--- config.mk ---
export PLATFORM = sky130hd
export DESIGN_NAME = issue_scheduler
export DESIGN_NICKNAME = d
export VERILOG_FILES = /design/src/rtl/issue_scheduler.sv
export SDC_FILE = /design/constraint.sdc
export NUM_CORES = 1
export LEC_CHECK = 0
export ABC_AREA = 1
export CAP_MARGIN = 5
export CELL_PAD_IN_SITES_DETAIL_PLACEMENT = 1
export CELL_PAD_IN_SITES_GLOBAL_PLACEMENT = 2
export CORE_MARGIN = 3
export CORE_UTILIZATION = 29
export CTS_CLUSTER_DIAMETER = 80
export DETAILED_ROUTE_END_ITERATION = 16
export GPL_TIMING_DRIVEN = 0
export PLACE_DENSITY = 0.86
export SETUP_SLACK_MARGIN = 0.4
export SKIP_CTS_REPAIR_TIMING = 1
export SLEW_MARGIN = 20
export SYNTH_ARGS = -nofsm -noshare
export SYNTH_HDL_FRONTEND = slang
export SYNTH_SLANG_ARGS = --single-unit
export TNS_END_PERCENT = 30
--- constraint.sdc ---
create_clock -name clk -period 2.8 [get_ports clk]
set_input_delay 0.56 -clock clk [delete_from_list [all_inputs] [get_ports clk]]
set_output_delay 0.56 -clock clk [all_outputs]
set_load 0.02 [all_outputs]
--- src/rtl/issue_scheduler.sv ---
// In-order LANES-wide issue scheduler with a 32-entry register scoreboard and intra-bundle RAW/WAW checks.
// Optional build macro SCHED_PERF_EN adds saturating performance counters (perf_issued, perf_hazard_stall, perf_dual).
module issue_scheduler #(
  parameter int LANES = 2,
  parameter int XLEN  = 32
) (
  input  logic                  clk,
  input  logic                  rst_n,
  input  logic                  in_valid,
  output logic                  in_ready,
  input  logic [LANES*XLEN-1:0] in_instr,
  input  logic [LANES-1:0]      in_mask,
  input  logic                  stall,
  input  logic                  flush,
  output logic [LANES-1:0]      iss_valid,
  output logic [LANES*XLEN-1:0] iss_instr,
  input  logic [LANES-1:0]      wb_valid,
  input  logic [LANES*5-1:0]    wb_rd,
  output logic [31:0]           pending_regs,
  output logic                  busy
`ifdef SCHED_PERF_EN
  ,
  output logic [31:0]           perf_issued,
  output logic [31:0]           perf_hazard_stall,
  output logic [31:0]           perf_dual
`endif
);

  localparam logic [6:0] OPC_OP     = 7'b0110011;
  localparam logic [6:0] OPC_STORE  = 7'b0100011;
  localparam logic [6:0] OPC_BRANCH = 7'b1100011;
  localparam logic [6:0] OPC_LUI    = 7'b0110111;
  localparam logic [6:0] OPC_AUIPC  = 7'b0010111;
  localparam logic [6:0] OPC_JAL    = 7'b1101111;

  typedef enum logic [0:0] {
    ST_EMPTY = 1'b0,
    ST_HOLD  = 1'b1
  } state_t;

  state_t                  state_r;
  logic [LANES*XLEN-1:0]   hold_instr_r;
  logic [LANES-1:0]        hold_pend_r;
  logic [LANES-1:0]        iss_valid_r;
  logic [LANES*XLEN-1:0]   iss_instr_r;
  logic [31:0]             pending_regs_r;

  logic                    can_issue_s;
  logic [LANES-1:0]        issue_s;
  logic [LANES-1:0]        accept_pend_s;
  logic [31:0]             issue_rd_mask_s;
  logic [31:0]             sb_nx_s;

  function automatic logic [31:0] reg_bit(input logic [4:0] r);
    return 32'd1 << r;
  endfunction

  function automatic logic uses_rd(input logic [31:0] ins);
    return (ins[6:0] != OPC_STORE) && (ins[6:0] != OPC_BRANCH);
  endfunction

  function automatic logic uses_rs1(input logic [31:0] ins);
    return (ins[6:0] != OPC_LUI) && (ins[6:0] != OPC_AUIPC) && (ins[6:0] != OPC_JAL);
  endfunction

  function automatic logic uses_rs2(input logic [31:0] ins);
    return (ins[6:0] == OPC_OP) || (ins[6:0] == OPC_STORE) || (ins[6:0] == OPC_BRANCH);
  endfunction

  // Destination mask; x0 is dropped so it can never create a hazard.
  function automatic logic [31:0] rd_mask(input logic [31:0] ins);
    return (uses_rd(ins) ? reg_bit(ins[11:7]) : 32'd0) & 32'hFFFF_FFFE;
  endfunction

  function automatic logic [31:0] used_mask(input logic [31:0] ins);
    logic [31:0] m;
    m = rd_mask(ins);
    m = m | (uses_rs1(ins) ? reg_bit(ins[19:15]) : 32'd0);
    m = m | (uses_rs2(ins) ? reg_bit(ins[24:20]) : 32'd0);
    return m & 32'hFFFF_FFFE;
  endfunction

  function automatic logic [2:0] pop_count(input logic [LANES-1:0] v);
    logic [2:0] c;
    c = 3'd0;
    for (int i = 0; i < LANES; i++) begin
      c = c + {2'b00, v[i]};
    end
    return c;
  endfunction

  assign in_ready     = (state_r == ST_EMPTY) & ~flush;
  assign iss_valid    = iss_valid_r;
  assign iss_instr    = iss_instr_r;
  assign pending_regs = pending_regs_r;
  assign busy         = (state_r == ST_HOLD) | (|pending_regs_r);
  assign can_issue_s  = (state_r == ST_HOLD) & ~stall & ~flush;

  // Slots with a nonzero instruction and mask bit become pending on accept.
  always_comb begin
    accept_pend_s = {LANES{1'b0}};
    for (int k = 0; k < LANES; k++) begin
      accept_pend_s[k] = in_mask[k] & (in_instr[k*XLEN +: XLEN] != {XLEN{1'b0}});
    end
  end

  // In-order prefix selection: the first blocked pending slot stops every younger slot.
  always_comb begin
    logic        prefix_ok;
    logic [31:0] lower_rd;
    logic [31:0] ins;
    issue_s         = {LANES{1'b0}};
    issue_rd_mask_s = 32'd0;
    prefix_ok       = can_issue_s;
    lower_rd        = 32'd0;
    for (int k = 0; k < LANES; k++) begin
      ins = hold_instr_r[k*XLEN +: 32];
      if (hold_pend_r[k]) begin
        if (prefix_ok && ((used_mask(ins) & (pending_regs_r | lower_rd)) == 32'd0)) begin
          issue_s[k]      = 1'b1;
          issue_rd_mask_s = issue_rd_mask_s | rd_mask(ins);
        end else begin
          prefix_ok = 1'b0;
        end
        lower_rd = lower_rd | rd_mask(ins);
      end else begin
        lower_rd = lower_rd;
      end
    end
  end

  // Scoreboard next value: writebacks clear first, then issue sets so set wins.
  always_comb begin
    sb_nx_s = pending_regs_r;
    for (int k = 0; k < LANES; k++) begin
      if (wb_valid[k]) begin
        sb_nx_s[wb_rd[k*5 +: 5]] = 1'b0;
      end else begin
        sb_nx_s = sb_nx_s;
      end
    end
    sb_nx_s = (sb_nx_s | issue_rd_mask_s) & 32'hFFFF_FFFE;
  end

  // Control FSM, hold registers, issue outputs and scoreboard.
  always_ff @(posedge clk or negedge rst_n) begin
    if (!rst_n) begin
      state_r        <= ST_EMPTY;
      hold_instr_r   <= {(LANES*XLEN){1'b0}};
      hold_pend_r    <= {LANES{1'b0}};
      iss_valid_r    <= {LANES{1'b0}};
      iss_instr_r    <= {(LANES*XLEN){1'b0}};
      pending_regs_r <= 32'd0;
    end else begin
      pending_regs_r <= sb_nx_s;
      if (flush) begin
        state_r     <= ST_EMPTY;
        hold_pend_r <= {LANES{1'b0}};
        iss_valid_r <= {LANES{1'b0}};
      end else begin
        case (state_r)
          ST_EMPTY: begin
            iss_valid_r <= {LANES{1'b0}};
            if (in_valid) begin
              hold_instr_r <= in_instr;
              hold_pend_r  <= accept_pend_s;
              state_r      <= (|accept_pend_s) ? ST_HOLD : ST_EMPTY;
            end else begin
              state_r <= ST_EMPTY;
            end
          end
          ST_HOLD: begin
            if (stall) begin
              iss_valid_r <= {LANES{1'b0}};
            end else begin
              iss_valid_r <= issue_s;
              for (int k = 0; k < LANES; k++) begin
                if (issue_s[k]) begin
                  iss_instr_r[k*XLEN +: XLEN] <= hold_instr_r[k*XLEN +: XLEN];
                end
              end
              hold_pend_r <= hold_pend_r & ~issue_s;
              state_r     <= ((hold_pend_r & ~issue_s) == {LANES{1'b0}}) ? ST_EMPTY : ST_HOLD;
            end
          end
          default: begin
            state_r     <= ST_EMPTY;
            hold_pend_r <= {LANES{1'b0}};
            iss_valid_r <= {LANES{1'b0}};
          end
        endcase
      end
    end
  end

`ifdef SCHED_PERF_EN
  logic [31:0] perf_issued_r;
  logic [31:0] perf_hazard_stall_r;
  logic [31:0] perf_dual_r;
  logic [2:0]  issue_cnt_s;

  function automatic logic [31:0] sat_add(input logic [31:0] a, input logic [2:0] b);
    logic [32:0] s;
    s = {1'b0, a} + {30'd0, b};
    return s[32] ? 32'hFFFF_FFFF : s[31:0];
  endfunction

  assign issue_cnt_s       = pop_count(issue_s);
  assign perf_issued       = perf_issued_r;
  assign perf_hazard_stall = perf_hazard_stall_r;
  assign perf_dual         = perf_dual_r;

  // Saturating event counters; only reset clears them.
  always_ff @(posedge clk or negedge rst_n) begin
    if (!rst_n) begin
      perf_issued_r       <= 32'd0;
      perf_hazard_stall_r <= 32'd0;
      perf_dual_r         <= 32'd0;
    end else begin
      perf_issued_r <= sat_add(perf_issued_r, issue_cnt_s);
      if ((state_r == ST_HOLD) && !stall && (issue_cnt_s == 3'd0)) begin
        perf_hazard_stall_r <= sat_add(perf_hazard_stall_r, 3'd1);
      end else begin
        perf_hazard_stall_r <= perf_hazard_stall_r;
      end
      if (issue_cnt_s >= 3'd2) begin
        perf_dual_r <= sat_add(perf_dual_r, 3'd1);
      end else begin
        perf_dual_r <= perf_dual_r;
      end
    end
  end
`endif

endmodule
==> metrics.md <==
| Metric | Value |
|---|---|
| Top cell type's share of synthesized area | 38.88% |
| Hold Fails Final Rpt | 0 |
| Critical-path cell list | nor2_4, buf_12, nand3_4, clkbuf_16, nand3_2, nand3_2, nand2_1, nand2_1, nor2_2, nand2_1, nor2_2, nand2_4, nand2_4, nand2_8, nor2_8, buf_12, buf_12, nand2_2, nand3_1 |
| FMAX | 0.3518 GHz |
| Worst Hold Class | in2async |
| GP Congestion | 0.9990 |
| Reg2reg start | hold_instr_r[4] |
| Clock Skew | 11.66 ps |
| Grt met3 use | 4.427% |
| Register area share after synthesis | 38.88% |
| Die Area | 0.03872 mm² |
| Crit path DAT | 3220 ps |
| RSZ-0062 raised after global routing | yes |
| Synth async-reset ratio | 100.0% |
| Leakage power | 0.007287 µW |
| WL/cell | 22.23 µm |
| Levels on crit path | 19 |
| CP Max Fanout | 10 |
| CTS tree | built |
| Seq cells post-synth | 164 |
| Reg2reg path depth | 19 |
| Part of the cycle the worst path needs | 101.5% |
| Gr ovfl total | 0 |
| Finished Layout Cells | 2310 |
| Synth Instances | 1597 |
| Clock Latency Late Sink | 450 ps |
| Vias in the first global route | 12500 |
| Ys Warns | 0 |
| Mapped cell area | 0.01056 mm² |
| PnR worst setup slack | -42.46 ps |
| Die H | 196.8 µm |
| CP max-delay cell | dfrtp_2 |
| Number of synthesized flops with an enable pin | 0 |
| Root buf cell | clkbuf_16 |
| Initial DRC count | 782 |
| GR Util All Layers | 25.32% |
| VDD IR max | 0.4464 mV |
| Cell variety after synth | 31 |
| Port buffer count | 181 |
| Antenna cell count | 0 |
| Crit end category | flip-flop |
| DR DRC count | 0 |
| CP Buf/Inv Count | 4 |
| Iteration count of the initial detailed-routing pass | 5 |
| Area contributors post-synth | dfrtp_1 (39%), nand2_1 (16%), nand3_1 (12%), o21ai_0 (6.6%), nor2_1 (6.2%) |
| Final Max Tran Viols | 0 |
| Crit start category | flip-flop |
| Top-count cell post-synth | nand2_1 |
| Failing checks | setup timing |
| Slowest stage delay, CP | 460 ps |
| P per Cell Area | 647.8 mW/mm² |
| Predominant post-synthesis flop cell | dfrtp_1 |
| Critical Path RT | 3180 ps |
| Area grow syn2layout | 42.03% |
| Largest net degree at the start of global routing | 89 |
| Global routing usage on met2 | 42.63% |
| Share of layout cells above drive strength 1 | 17.63% |
| Antenna Nets Post-Route | 0 |
| Post-synth top cells | nand2_1 (442), nand3_1 (250), nor2_1 (173), dfrtp_1 (164), inv_1 (148) |
| Slew HR | 27.16% |
| Pre-CTS setup slack | -351.3 ps |
| Via count | 12280 |
| Crit-path leading delay family | simple AND/OR/NAND/NOR gates |
| Core Region | 0.03574 mm² |
| Dpl cells | 2240 |
| Critical Path Source | hold_instr_r[4] |
| Initial antenna violation count | 0 |
| Crit path kind | reg2reg |
| Busiest grt layer | met2 |
| Syn nets | 1680 |
| CTS Buffer Depth | 2 |
| Worst-margin pin slew | 1084 ps |
| Placed wire-length estimate | 39120 µm |
| Nets | 1920 |
| H-tree Lvls | 4 |
| Outcome | finished with violations |
| Vias/cell | 5.316 |
| M1 GR Usage | 33.47% |
| Endpoints failing setup | 25 |
| Die width | 196.8 µm |
| Syn Area/Cell | 6.609 µm² |
| Starting density of the core | 29.53% |
| Fillers | 4479 |
| Crit path time final | 2842 ps |
| Clock-pin slew on the worst setup and hold paths | 70 ps |
| Cts bufs inserted | 17 |
| R2R Setup Slk | -40 ps |
| Site row count | 69 |
| First-pass GRT wire length | 74790 µm |
| Ports | 183 |
| Post-synth top area cell | dfrtp_1 |
| Final wirelength | 51360 µm |
| Clock sink count | 164 |
| MaxCap Viol Count | 0 |
## metrics by stage
| step | instance area, µm² | TNS (ps) | hold slack [ps] | total power [µW] | util [%] |
|---|---|---|---|---|---|
| CTS | 13550 | -29380 | 111.2 | 9350 | 37.91 |
| finish | 14990 | -474.2 | 80.83 | 9712 | 41.95 |
| global placement | 12940 | -979110 | 449.3 | 6852 | 36.21 |
| global route | 14990 | -7519 | 115.7 | 10220 | 41.95 |
| floorplan | 10560 | 0 | 264.4 | 5139 | - |
| detailed placement | 12980 | -32800 | 458.6 | 6920 | 36.31 |
## path summary, 6_finish.rpt
| kind | to |
|---|---|
| max in group asynchronous | hold_instr_r[36] |
| setup / recovery | pending_regs[8] |
| setup reg to reg | pending_regs[8] |
| min in group clk | iss_instr[26] |
| hold reg to reg | iss_instr[26] |
| hold / removal | iss_instr[18] |
## worst register-to-register path, stage by stage, from the launching register on
cell	delay, ps
dfrtp_2	460
nor2_4	200
buf_12	130
nand3_4	110
clkbuf_16	180
nand3_2	100
nand3_2	100
nand2_1	70
nand2_1	60
nor2_2	140
nand2_1	90
nor2_2	160
nand2_4	130
nand2_4	120
nand2_8	100
nor2_8	140
buf_12	170
buf_12	160
nand2_2	70
nand3_1	80
## flip-flops by register name, summed over array words and instances, names as in the netlist
name          count
hold_pend_r       2
hold_instr_r     64
iss_instr        64
iss_valid         2
state_r           1
pending_regs     31
## power breakdown
group	switching, µW	internal, µW
combinational	2390	1490
sequential	474	2930
clock	1090	1330
total	3960	5750
## layout make-up
type                       count  area [µm²]  area share [%]
inverter                     156       605.6           4.039
clock inverter                12       130.1          0.8680
tap                          461       576.8           3.847
sequential                   164        4109           27.41
clock buffer                  19       442.9           2.954
multi-input combinational   1186        6170           41.15
buffer                        93       670.6           4.473
timing repair buffer         218        2282           15.22
timing repair inverter         1       5.005         0.03338
## kinds of logic (layout without fill, tap and decap cells)
logic type	count (synthesis)	count (layout)	synth area share, %
AND/OR/NAND/NOR	993	995	41.22
buffers and inverters	249	499	10.05
AO/OA/AOI/OAI	190	190	9.815
flip-flops	164	164	38.88
other	1	1	0.03553
## per-layer routing
metal  share of wire, %  wire length [µm]
met1                 44             22370
met4                3.4              1751
met3                5.2              2680
met5                  0                 0
met2                 48             24560
## cell usage in the layout, fill, tap and decap left out, drive strengths merged
cell,count
clkinv,5
dfrtp,164
o211ai,3
o31a,1
a21oi,17
o21bai,4
nand4,39
dlymetal6s2s,1
o21ai,148
bufinv,2
clkdlybuf4s50,179
nand2,465
a2bb2oi,1
o221ai,16
nor2,179
or2,9
nand3,253
nand3b,3
inv,152
nor4,15
clkinvlp,10
clkbuf,67
nor3,32
buf,83
conb,1
Note: power is estimated with default switching activity, not from simulation.
